## src/rtl/uart_boot_loader_if.sv

```systemverilog
// UART-RX byte strobes in, instruction-memory word writes out.
// One bundle shared by the boot loader and whatever drives/observes it.
interface uart_boot_loader_if #(
    parameter int ADDR_W = 10
) ();
    logic [7:0]        rx_data;
    logic              rx_valid;
    logic              rx_err;
    logic              mem_we;
    logic [ADDR_W-1:0] mem_addr;
    logic [31:0]       mem_wdata;

    modport master (
        output rx_data, rx_valid, rx_err,
        input  mem_we, mem_addr, mem_wdata
    );

    modport slave (
        input  rx_data, rx_valid, rx_err,
        output mem_we, mem_addr, mem_wdata
    );
endinterface

```

## src/rtl/uart_boot_loader.sv

```systemverilog
// Loads a length-prefixed, XOR-checksummed byte stream into instruction
// memory and keeps the core stalled until the image is verified.
module uart_boot_loader #(
    parameter int ADDR_W = 10
) (
    input  logic              clk,
    input  logic              reset_n,
    uart_boot_loader_if.slave bus,
    output logic              cpu_stall,
    output logic              load_done,
    output logic              load_error,
    output logic [ADDR_W:0]   words_loaded
);

    typedef enum logic [2:0] {HDR, PAY, CHK, DONE, ERR} state_t;

    localparam logic [ADDR_W:0]   CAP   = {1'b1, {ADDR_W{1'b0}}};
    localparam logic [ADDR_W:0]   W_ONE = {{ADDR_W{1'b0}}, 1'b1};
    localparam logic [ADDR_W-1:0] A_ONE = {{(ADDR_W-1){1'b0}}, 1'b1};

    state_t            state_q;
    logic [1:0]        idx_q;
    logic [23:0]       asm_q;
    logic [7:0]        xor_q;
    logic [ADDR_W:0]   n_q;
    logic [ADDR_W:0]   words_q;
    logic              we_q;
    logic [ADDR_W-1:0] addr_q;
    logic [31:0]       wdata_q;
    logic              stall_q;
    logic              done_q;
    logic              err_q;

    logic [31:0]       word_w;
    logic              live_w;
    logic              hdr_bad_w;
    logic [ADDR_W:0]   words_inc_w;

    // The three lower bytes sit in asm_q; the 4th arrives on rx_data.
    assign word_w      = {bus.rx_data, asm_q};
    assign live_w      = (state_q == HDR) || (state_q == PAY) ||
                         (state_q == CHK);
    assign hdr_bad_w   = (|word_w[31:ADDR_W+1]) ||
                         (word_w[ADDR_W:0] > CAP);
    assign words_inc_w = words_q + W_ONE;

    always_ff @(posedge clk or negedge reset_n) begin
        if (!reset_n) begin
            state_q <= HDR;
            idx_q   <= 2'd0;
            asm_q   <= '0;
            xor_q   <= '0;
            n_q     <= '0;
            words_q <= '0;
            we_q    <= 1'b0;
            addr_q  <= '0;
            wdata_q <= '0;
            stall_q <= 1'b1;
            done_q  <= 1'b0;
            err_q   <= 1'b0;
        end else begin
            we_q <= 1'b0;
            // Hold on the last address so a full-capacity load never wraps.
            if (we_q && (words_q != n_q)) begin
                addr_q <= addr_q + A_ONE;
            end
            if (live_w && bus.rx_err) begin
                state_q <= ERR;
                err_q   <= 1'b1;
            end else if (live_w && bus.rx_valid) begin
                unique case (state_q)
                    HDR: begin
                        asm_q <= {bus.rx_data, asm_q[23:8]};
                        xor_q <= xor_q ^ bus.rx_data;
                        idx_q <= idx_q + 2'd1;
                        if (idx_q == 2'd3) begin
                            n_q <= word_w[ADDR_W:0];
                            if (hdr_bad_w) begin
                                state_q <= ERR;
                                err_q   <= 1'b1;
                            end else if (word_w == 32'd0) begin
                                state_q <= CHK;
                            end else begin
                                state_q <= PAY;
                            end
                        end
                    end
                    PAY: begin
                        asm_q <= {bus.rx_data, asm_q[23:8]};
                        xor_q <= xor_q ^ bus.rx_data;
                        idx_q <= idx_q + 2'd1;
                        if (idx_q == 2'd3) begin
                            we_q    <= 1'b1;
                            wdata_q <= word_w;
                            words_q <= words_inc_w;
                            if (words_inc_w == n_q) begin
                                state_q <= CHK;
                            end
                        end
                    end
                    CHK: begin
                        if (bus.rx_data == xor_q) begin
                            state_q <= DONE;
                            done_q  <= 1'b1;
                            stall_q <= 1'b0;
                        end else begin
                            state_q <= ERR;
                            err_q   <= 1'b1;
                        end
                    end
                    default: ;
                endcase
            end
        end
    end

    assign bus.mem_we    = we_q;
    assign bus.mem_addr  = addr_q;
    assign bus.mem_wdata = wdata_q;
    assign cpu_stall     = stall_q;
    assign load_done     = done_q;
    assign load_error    = err_q;
    assign words_loaded  = words_q;

endmodule

```

## src/flat_wrapper.sv

```systemverilog
// flat-port wrapper written by rule: the top's interface ports become plain ports
module uart_boot_loader_flat 
#(
    parameter int ADDR_W = 10
)
  (clk, reset_n, cpu_stall, load_done, load_error, words_loaded, bus_rx_data, bus_rx_valid, bus_rx_err, bus_mem_we, bus_mem_addr, bus_mem_wdata);
  uart_boot_loader_if #(.ADDR_W(ADDR_W)) bus_i ();
  input  logic clk;
  input  logic reset_n;
  output logic cpu_stall;
  output logic load_done;
  output logic load_error;
  output logic [ADDR_W:0] words_loaded;
  input wire logic [$bits(bus_i.rx_data)-1:0] bus_rx_data;
  input wire logic [$bits(bus_i.rx_valid)-1:0] bus_rx_valid;
  input wire logic [$bits(bus_i.rx_err)-1:0] bus_rx_err;
  output wire logic [$bits(bus_i.mem_we)-1:0] bus_mem_we;
  output wire logic [$bits(bus_i.mem_addr)-1:0] bus_mem_addr;
  output wire logic [$bits(bus_i.mem_wdata)-1:0] bus_mem_wdata;
  assign bus_i.rx_data = bus_rx_data;
  assign bus_i.rx_valid = bus_rx_valid;
  assign bus_i.rx_err = bus_rx_err;
  assign bus_mem_we = bus_i.mem_we;
  assign bus_mem_addr = bus_i.mem_addr;
  assign bus_mem_wdata = bus_i.mem_wdata;
  uart_boot_loader #(.ADDR_W(ADDR_W)) u_core (.clk(clk), .reset_n(reset_n), .bus(bus_i), .cpu_stall(cpu_stall), .load_done(load_done), .load_error(load_error), .words_loaded(words_loaded));
endmodule
```

## config.mk

```make
export PLATFORM = sky130hd
export DESIGN_NAME = uart_boot_loader_flat
export DESIGN_NICKNAME = d
export VERILOG_FILES = /design/src/rtl/uart_boot_loader_if.sv /design/src/rtl/uart_boot_loader.sv /design/src/flat_wrapper.sv
export SDC_FILE = /design/constraint.sdc
export NUM_CORES = 1
export LEC_CHECK = 0
export ABC_AREA = 1
export CAP_MARGIN = 20
export CORE_MARGIN = 2
export CORE_UTILIZATION = 50
export DETAILED_ROUTE_END_ITERATION = 10
export PLACE_DENSITY = 0.79
export SYNTH_ARGS = -nofsm -noshare
export SYNTH_HDL_FRONTEND = slang
export SYNTH_SLANG_ARGS = --single-unit
```

## constraint.sdc

```tcl
create_clock -name clk -period 3.3 [get_ports clk]
set_input_delay 0.66 -clock clk [delete_from_list [all_inputs] [get_ports clk]]
set_output_delay 0.66 -clock clk [all_outputs]
set_load 0.005 [all_outputs]
```

Word-level counts from Yosys, hierarchy flattened:

Cells that the tools add are included.

* flip-flop bits (word level): 105
* input bits: 12
* word-level logic and storage cells: 67

* $lt $le $gt $ge: 1
* reductions and logical operators: 19
* add/subtract/negate cells: 3
* bitwise gates (word level): 2
* mux-type cells: 19
* equal/unequal tests: 11

Operator list (count)
* logical NOT 32 bit: 1
* two-way mux 3 bit: 7
* OR reduction 21 bit: 1
* != test 3 bit (second input constant): 4
* AND reduction 4 bit: 3
* adder 11 x 1 -> 11 bit (second input constant): 1
* == test 11 bit: 1
* > comparator 11 bit (second input constant): 1
* != test 11 bit: 1
* adder 10 x 1 -> 10 bit (second input constant): 1
* AND reduction 5 bit: 2
* two-way mux 1 bit: 9
* one-hot mux 3 bit (3 select lines): 1
* == test 8 bit: 1
* bitwise XOR 8 bit: 1
* nonzero test 4 bit: 1
* == test 3 x 1 -> 1 bit (second input constant): 1
* == test 3 x 2 -> 1 bit (second input constant): 1
* logical AND 1 bit: 3
* logical NOT 3 bit: 1
* logical OR 1 bit: 3
* != test 3 x 2 -> 1 bit (second input constant): 1
* AND reduction 3 bit: 1
* nonzero test 3 bit: 1
* 7 further kinds: 7

Logic depth before layout (Yosys ltp):

Gate-level depths: netlist (run 1).

* depth in word-level cells: 7
* gate-level depth with buffers: 14
* gate-level depth less buffers: 14

Worst setup path before layout (run 1):

OpenSTA, ideal clock, no wires.

* path kind: flip-flop to flip-flop
* start: register u_core.words_q[0] (netlist: u_core.words_loaded[0])
* end: register u_core.state_q[0]
* setup slack: 1586 ps
* path buffers: 0
* required time: 3184 ps
* cell stages (with the launch flop): 13
* library setup time: 116 ps
* arrival time: 1598 ps
* cells stage by stage: dfrtp_1 ha_1 nand3_1 nor2_4 nand3b_1 nand2_1 nand2_1 nor2_1 nand3_1 nand2_1 nand2_1 nand2_1 nand2_1

* cells in the longest elaborated chain, start to end: 4

Ends and longest elaborated chain
* start: declaration: line uart_boot_loader.sv:26 `logic [ADDR_W:0] words_q;`
* start signal: assignment: line uart_boot_loader.sv:95 `words_q <= words_inc_w;`
* adder 11 x 1 -> 11 bit: line uart_boot_loader.sv:45 `assign words_inc_w = words_q + W_ONE;`
* == test 11 bit: line uart_boot_loader.sv:96 `if (words_inc_w == n_q) begin`
* != test 3 bit (no source line)
* AND reduction 5 bit (no source line)
* end signal: assignment: line uart_boot_loader.sv:49 `state_q <= HDR;`
* end signal: assignment: line uart_boot_loader.sv:97 `state_q <= CHK;`
* end signal: assignment: line uart_boot_loader.sv:103 `state_q <= DONE;`
* end: declaration: line uart_boot_loader.sv:21 `state_t state_q;`

Every way passes these cells.
A chain may end at the register's enable or synchronous reset.

Final worst setup path (run 1):

* start: input port bus_rx_valid
* end: register u_core.words_q[8] (netlist: u_core.words_loaded[8])

* cells in the longest elaborated chain, start to end: 2

Ends and longest elaborated chain
* start: declaration: line flat_wrapper.sv:15 `input wire logic [$bits(bus_i.rx_valid)-1:0] bus_rx_valid;`
* logical AND 1 bit: line uart_boot_loader.sv:70 `end else if (live_w && bus.rx_valid) begin`
* AND reduction 4 bit (no source line)

Every way passes these cells.

==> results of run 1 <==
## state kept, by name, indices dropped and copies added (netlist names), 2 cells and up
| signal | count |
|---|---|
| u_core.bus.mem_wdata | 32 |
| u_core.bus.mem_addr | 10 |
| u_core.state_q | 3 |
| u_core.idx_q | 2 |
| u_core.words_loaded | 11 |
| u_core.n_q | 11 |
| u_core.xor_q | 8 |
| u_core.asm_q | 24 |
## synth_stat cells, drive strengths merged
master  count
nand4      12
inv        61
nor2       43
nand3      37
ha          3
nand2     161
nand3b      1
clkbuf      6
a21oi      11
nor3       11
o21ai      70
buf        12
xnor2      15
and2        1
nor4        1
o31ai       1
dfrtp     104
nand2b      1
dfstp       1
xor2       23
## report_power, final
| group | internal, mW | total [mW] | switching, mW |
|---|---|---|---|
| Sequential | 1.29 | 1.29 | 0 |
| Combinational | 0.0168 | 0.0573 | 0.0405 |
| Clock | 0.354 | 0.773 | 0.419 |
## worst reg2reg max path, delay by kind of cell (launching register included)
family / cells / cell delay (ns)
simple gates: 7 / 1.35
compound gates: 1 / 0.10
flops: 1 / 0.41
buf+inv: 3 / 0.26
## layout make-up
class | instances | area, um^2 | area share (%)
multi-input cells | 391 | 2070 | 34.5
repair buffers | 72 | 721 | 12.0
flip-flops and latches | 105 | 2630 | 43.8
well taps | 133 | 166 | 2.77
clock inverters | 4 | 51.3 | 0.854
inverters | 61 | 231 | 3.85
clock buffers | 12 | 135 | 2.25
## logic make-up after synthesis
logic type / Yosys count / share of synthesized area (%)
and+or+nand+nor: 268 / 23.4
DFF: 105 / 52.0
AOI/OAI and AO/OA: 82 / 10.2
buffers and inverters: 79 / 7.08
xor gates and xnor gates: 38 / 6.58
adders and majority gates: 3 / 0.742
## path summary, 6_finish.rpt
| kind | from | end | slack [ns] | depth (start not counted) |
|---|---|---|---|---|
| worst max register to register | u_core.state_q[0]$_DFFE_PN0P_ | u_core.asm_q[16]$_DFFE_PN0P_ | 1.10 | 11 |
| min in group clk | u_core.load_done$_DFFE_PN0P_ | u_core.load_done$_DFFE_PN0P_ | 0.48 | 2 |
| worst max-delay path | bus_rx_valid | u_core.words_loaded[8]$_DFFE_PN0P_ | 1.10 | 7 |
| max in group asynchronous | reset_n | u_core.asm_q[23]$_DFFE_PN0P_ | 2.09 | 2 |
| worst min register to register | u_core.load_done$_DFFE_PN0P_ | u_core.load_done$_DFFE_PN0P_ | 0.48 | 2 |
| worst min-delay path | reset_n | u_core.bus.mem_addr[5]$_DFFE_PN0P_ | 0.41 | 1 |
## layer usage
| metal | vias up | GRT usage [%] | routed length (um) |
|---|---|---|---|
| li1 | 1951 | - | - |
| met1 | 1937 | 26.7 | 4750 |
| met2 | 92 | 34.9 | 5330 |
| met3 | 17 | 3.18 | 406 |
| met4 | 0 | 7.92 | 223 |
| met5 | - | 0 | 0 |
## stage by stage
step,util [%],cells
floorplan,-,575
global placement,59.4,761
detailed placement,59.4,761
CTS,61.3,777
global route,61.5,778
finish,61.5,778
==> reports/qor.yml, run 1 <==
clocking:
  cts_tree: "built"
  ctsResizeCount: 0
  cts_buffers: 9
  htree_levels: 3
  cts.sinks: 105
  clock-root-buffer: "clkbuf_8"
  cts_setup_buffers: 0
  clkLatencyLatePin_ns: 0.36
  clockBufferDepth: 2
  clk_pin_slew_ns: 0.09
  ctsHoldBuffers: 0
floorplanning:
  core_um2: 9770
  row_count: 36
  dieArea_um2: 10900
  die_height_um: 105
  start_util_pct: 51.7
  pin_count: 69
  die_x_um: 105
hold_path:
  hp-class: "primary input to async pin"
worst_setup_path:
  crit_required_ns: 3.59
  crit_slowest_cell: "clkdlybuf4s50_1"
  critPathKind: "primary input to flop"
  path_buf_inv: 3
  slowest_delay_ns: 0.52
  crit_family: "buffers and inverters"
  cp-start-kind: "primary input"
  end_kind: "flop"
  arrival_ns: 2.49
  cp_max_fo: 50
  crit_chain: "clkdlybuf4s50_1 > nand2_1 > nor3_4 > inv_2 > buf_12 > nor4_4 > xor2_1"
sta:
  hold_viol_final: 0
  setup_slack_ns: 1.10
  worst_slew_pin_slew_ns: 0.932
  setup_violations: 0
  rsz0062_at_grt: "no"
  setup_tns_ns: 0
  drv_slew: 0
  relSlewSlack_pct: 37.9
  period_minus_slack_ns: 2.20
  timing.hold.ws_ns: 0.415
  max_clock_freq_mhz: 454
  fin_worst_skew_ns: 0.0116
  fin_crit_sh_pct: 66.7
flow_run:
  cap_violations: 0
cells_and_area:
  layout-drive-gt1-share_pct: 10.1
  antenna-diode-count: 0
  layout.nets: 655
  syn_to_final_growth_pct: 18.8
  final_common_cell: "nand2_1"
  stdcell_area_um2: 6010
  n_fill_cell: 857
  final_cell_mix: "156 x nand2_1, 104 x dfrtp_1, 67 x clkdlybuf4s50_1, 56 x inv_1, 42 x o21ai_0"
grt:
  antenna_found_initial: 0
  grt_pass1_wl_um: 18400
  grt_pass1_vias: 3957
  grt_max_degree: 78
  grt_overflow_total: 0
  grt_usage_pct: 20.6
synth:
  synth_top_area_share_pct: 51.5
  synth_top_cell_by_area: "dfrtp_1"
  synthTopCellsByArea: "dfrtp_1 51%, nand2_1 12%, o21ai_2 4.9%, inv_1 4.2%, o21ai_0 4.2%"
  yosysWarnings: 0
  syn_inst: 575
  ys_ff_latch: 105
  ys_types: 30
  synth_area_um2: 5060
  avgSynthCellArea_um2: 8.79
  synth.net_count: 590
  seq_area_frac_synth_pct: 52.0
pwr:
  p_per_area_nw_per_um2: 352
  total_power_mw: 2.12
  ir_drop_mv: 0.240
  cellLeakagePower_nw: 2.84
drt:
  drtAntennaViolNets: 0
  viasPerCell: 5.14
  wire_per_inst_um: 13.8
  drt_iter0_drc: 186
  drt_pre_antenna_iters: 4
  post-route-drc-count: 0
  vias: 3997
  drt-total-wl_um: 10700
placed_design:
  gp_congestion: 0.870
  io_buffers: 68
  dpl-instance-area_um2: 5800
  dpl.hpwl_um: 7790
  place_ws_ns: 0.604
run_status:
  status: "finished, final reports clean"
(Power assumes the default switching activity.)
==> run 2: changes to the inputs <==
==> constraint.sdc (replaced) <==
create_clock -name clk -period 2.2 [get_ports clk]
set_input_delay 0.44 -clock clk [delete_from_list [all_inputs] [get_ports clk]]
set_output_delay 0.44 -clock clk [all_outputs]
set_load 0.005 [all_outputs]
==> run 2 against run 1 <==
Against the previous run: sequential share of layout area down 0.57 points; highest routed layer unchanged; largest cell class unchanged; die area unchanged; via count increased by 0.43%.
==> reports/qor.yml, run 2 (synthesized netlist as in run 1, its figures left out) <==
floorplanning:
  row_count: 36
  die_x_um: 105
  dieArea_um2: 10900
  die_height_um: 105
  core_um2: 9770
  start_util_pct: 51.7
  pin_count: 69
sta:
  drv_slew: 0
  max_clock_freq_mhz: 494
  setup_tns_ns: 0
  worst_slew_pin_slew_ns: 0.481
  timing.hold.ws_ns: 0.0217
  rsz0062_at_grt: "no"
  fin_worst_skew_ns: 0.0160
  relSlewSlack_pct: 67.9
  hold_viol_final: 0
  setup_violations: 0
  setup_slack_ns: 0.177
  fin_crit_sh_pct: 91.9
  period_minus_slack_ns: 2.02
clocking:
  clk_pin_slew_ns: 0.10
  clockBufferDepth: 2
  cts_tree: "built"
  htree_levels: 3
  cts.sinks: 105
  clock-root-buffer: "clkbuf_8"
  cts_buffers: 9
  clkLatencyLatePin_ns: 0.37
  ctsHoldBuffers: 0
cells_and_area:
  layout.nets: 662
  largest_reg_flops: 32
  final_common_cell: "nand2_1"
  fin_util_pct: 62.3
  syn_to_final_growth_pct: 20.5
  antenna-diode-count: 0
  layout-drive-gt1-share_pct: 11.3
  final_cell_mix: "156 x nand2_1, 103 x dfrtp_1, 67 x clkdlybuf4s50_1, 56 x inv_1, 42 x o21ai_0"
  n_fill_cell: 855
  stdcell_area_um2: 6090
drt:
  wire_per_inst_um: 14.0
  vias: 4014
  viasPerCell: 5.11
  drtAntennaViolNets: 0
  post-route-drc-count: 0
  drt_pre_antenna_iters: 5
  drt_iter0_drc: 177
  drt-total-wl_um: 11000
worst_setup_path:
  cp_common_cell: "nand2_1"
  end_kind: "flop"
  arrival_ns: 2.28
  crit_required_ns: 2.46
  crit_slowest_cell: "dfrtp_2"
  cp_max_fo: 6
  cp-start-kind: "flop"
  critPathKind: "flop to flop"
  slowest_delay_ns: 0.43
  worstSetupStartpoint: "u_core.words_loaded[1]$_DFFE_PN0P_"
  r2r-start: "u_core.words_loaded[1]$_DFFE_PN0P_"
  crit_chain: "ha_2 > nand3_1 > nor2_4 > nand3b_1 > nand2_1 > nand2_1 > nor2_1 > nand3_1 > nand2_1 > nand2_1 > nand2_1 > nand2_1"
placed_design:
  io_buffers: 68
  dpl-instance-area_um2: 5910
  place_ws_ns: 0.0710
  dpl.hpwl_um: 8150
  gp_congestion: 0.902
hold_path:
  hp-class: "primary input to async pin"
flow_run:
  cap_violations: 0
grt:
  grt_pass1_wl_um: 18900
  grt_overflow_total: 0
  grt_max_degree: 52
  grt_pass1_vias: 3967
  grt_usage_pct: 21.3
  antenna_found_initial: 0
pwr:
  p_per_area_nw_per_um2: 515
  ir_drop_mv: 0.316
  cellLeakagePower_nw: 2.87
run_status:
  status: "finished, final reports clean"
==> run 2: cell count changes in the layout (fill, tap and decap cells not counted) <==
cell       change
ha_2           +1
bufinv_16      -1
buf_4          +4
buf_12         +3
clkbuf_8       +2
dfrtp_2        +1
inv_6          -1
ha_1           -1
dfrtp_1        -1
==> run 2: power breakdown <==
part           total, mW  internal (mW)  leakage, nW  switching (mW)
Combinational     0.0951         0.0324         1.36          0.0627
Sequential          1.93           1.93         1.43               0
Clock               1.11          0.475       0.0867           0.638
==> run 2: critical path: cells and delay by family, from the launching register on <==
kind | cells | cell delay (ns)
flip-flops | 1 | 0.43
adder cells (fa/ha/maj) | 1 | 0.27
AND/OR/NAND/NOR | 11 | 1.21
==> run 2: cell type report <==
cell class                 count  area [um^2]  share of cell area (%)
timing repair buffer          79          811                    13.3
sequential                   105         2630                    43.2
clock buffer                  14          163                    2.67
inverter                      61          231                    3.80
multi-input combinational    391         2080                    34.1
clock inverter                 2         12.5                   0.205
tap                          133          166                    2.73
==> run 2: metal layers <==
metal	vias to the layer above	part of all wire (%)	global-route usage [%]
met5	-	0	0
met4	0	2.2	7.05
met3	23	4.7	3.49
met2	122	49	36.0
met1	1887	44	27.9
li1	1982	-	-
==> run 2: through the flow <==
stage / instances / power, mW
floorplan: 575 / 1.98
global placement: 769 / 2.06
detailed placement: 769 / 2.07
CTS: 785 / 3.15
global route: 785 / 3.25
finish: 785 / 3.14
==> run 2: repair_timing <==
| item | CTS | global route |
|---|---|---|
| buffers inserted | 0 | 0 |
| gates resized for setup | 0 | 2 |
| setup endpoints to repair | 0 | 2 |
==> run 2: final timing paths <==
kind / endpoint / slack (ns) / cells past startpoint
min in group clk: u_core.asm_q[2]$_DFFE_PN0P_ / 0.49 / 2
hold / removal: u_core.bus.mem_addr[5]$_DFFE_PN0P_ / 0.02 / 1
setup reg to reg: u_core.state_q[0]$_DFFE_PN0P_ / 0.18 / 12
max in group asynchronous: u_core.cpu_stall$_DFFE_PN1P_ / 1.54 / 2
hold reg to reg: u_core.asm_q[2]$_DFFE_PN0P_ / 0.49 / 2
setup / recovery: u_core.state_q[0]$_DFFE_PN0P_ / 0.18 / 12
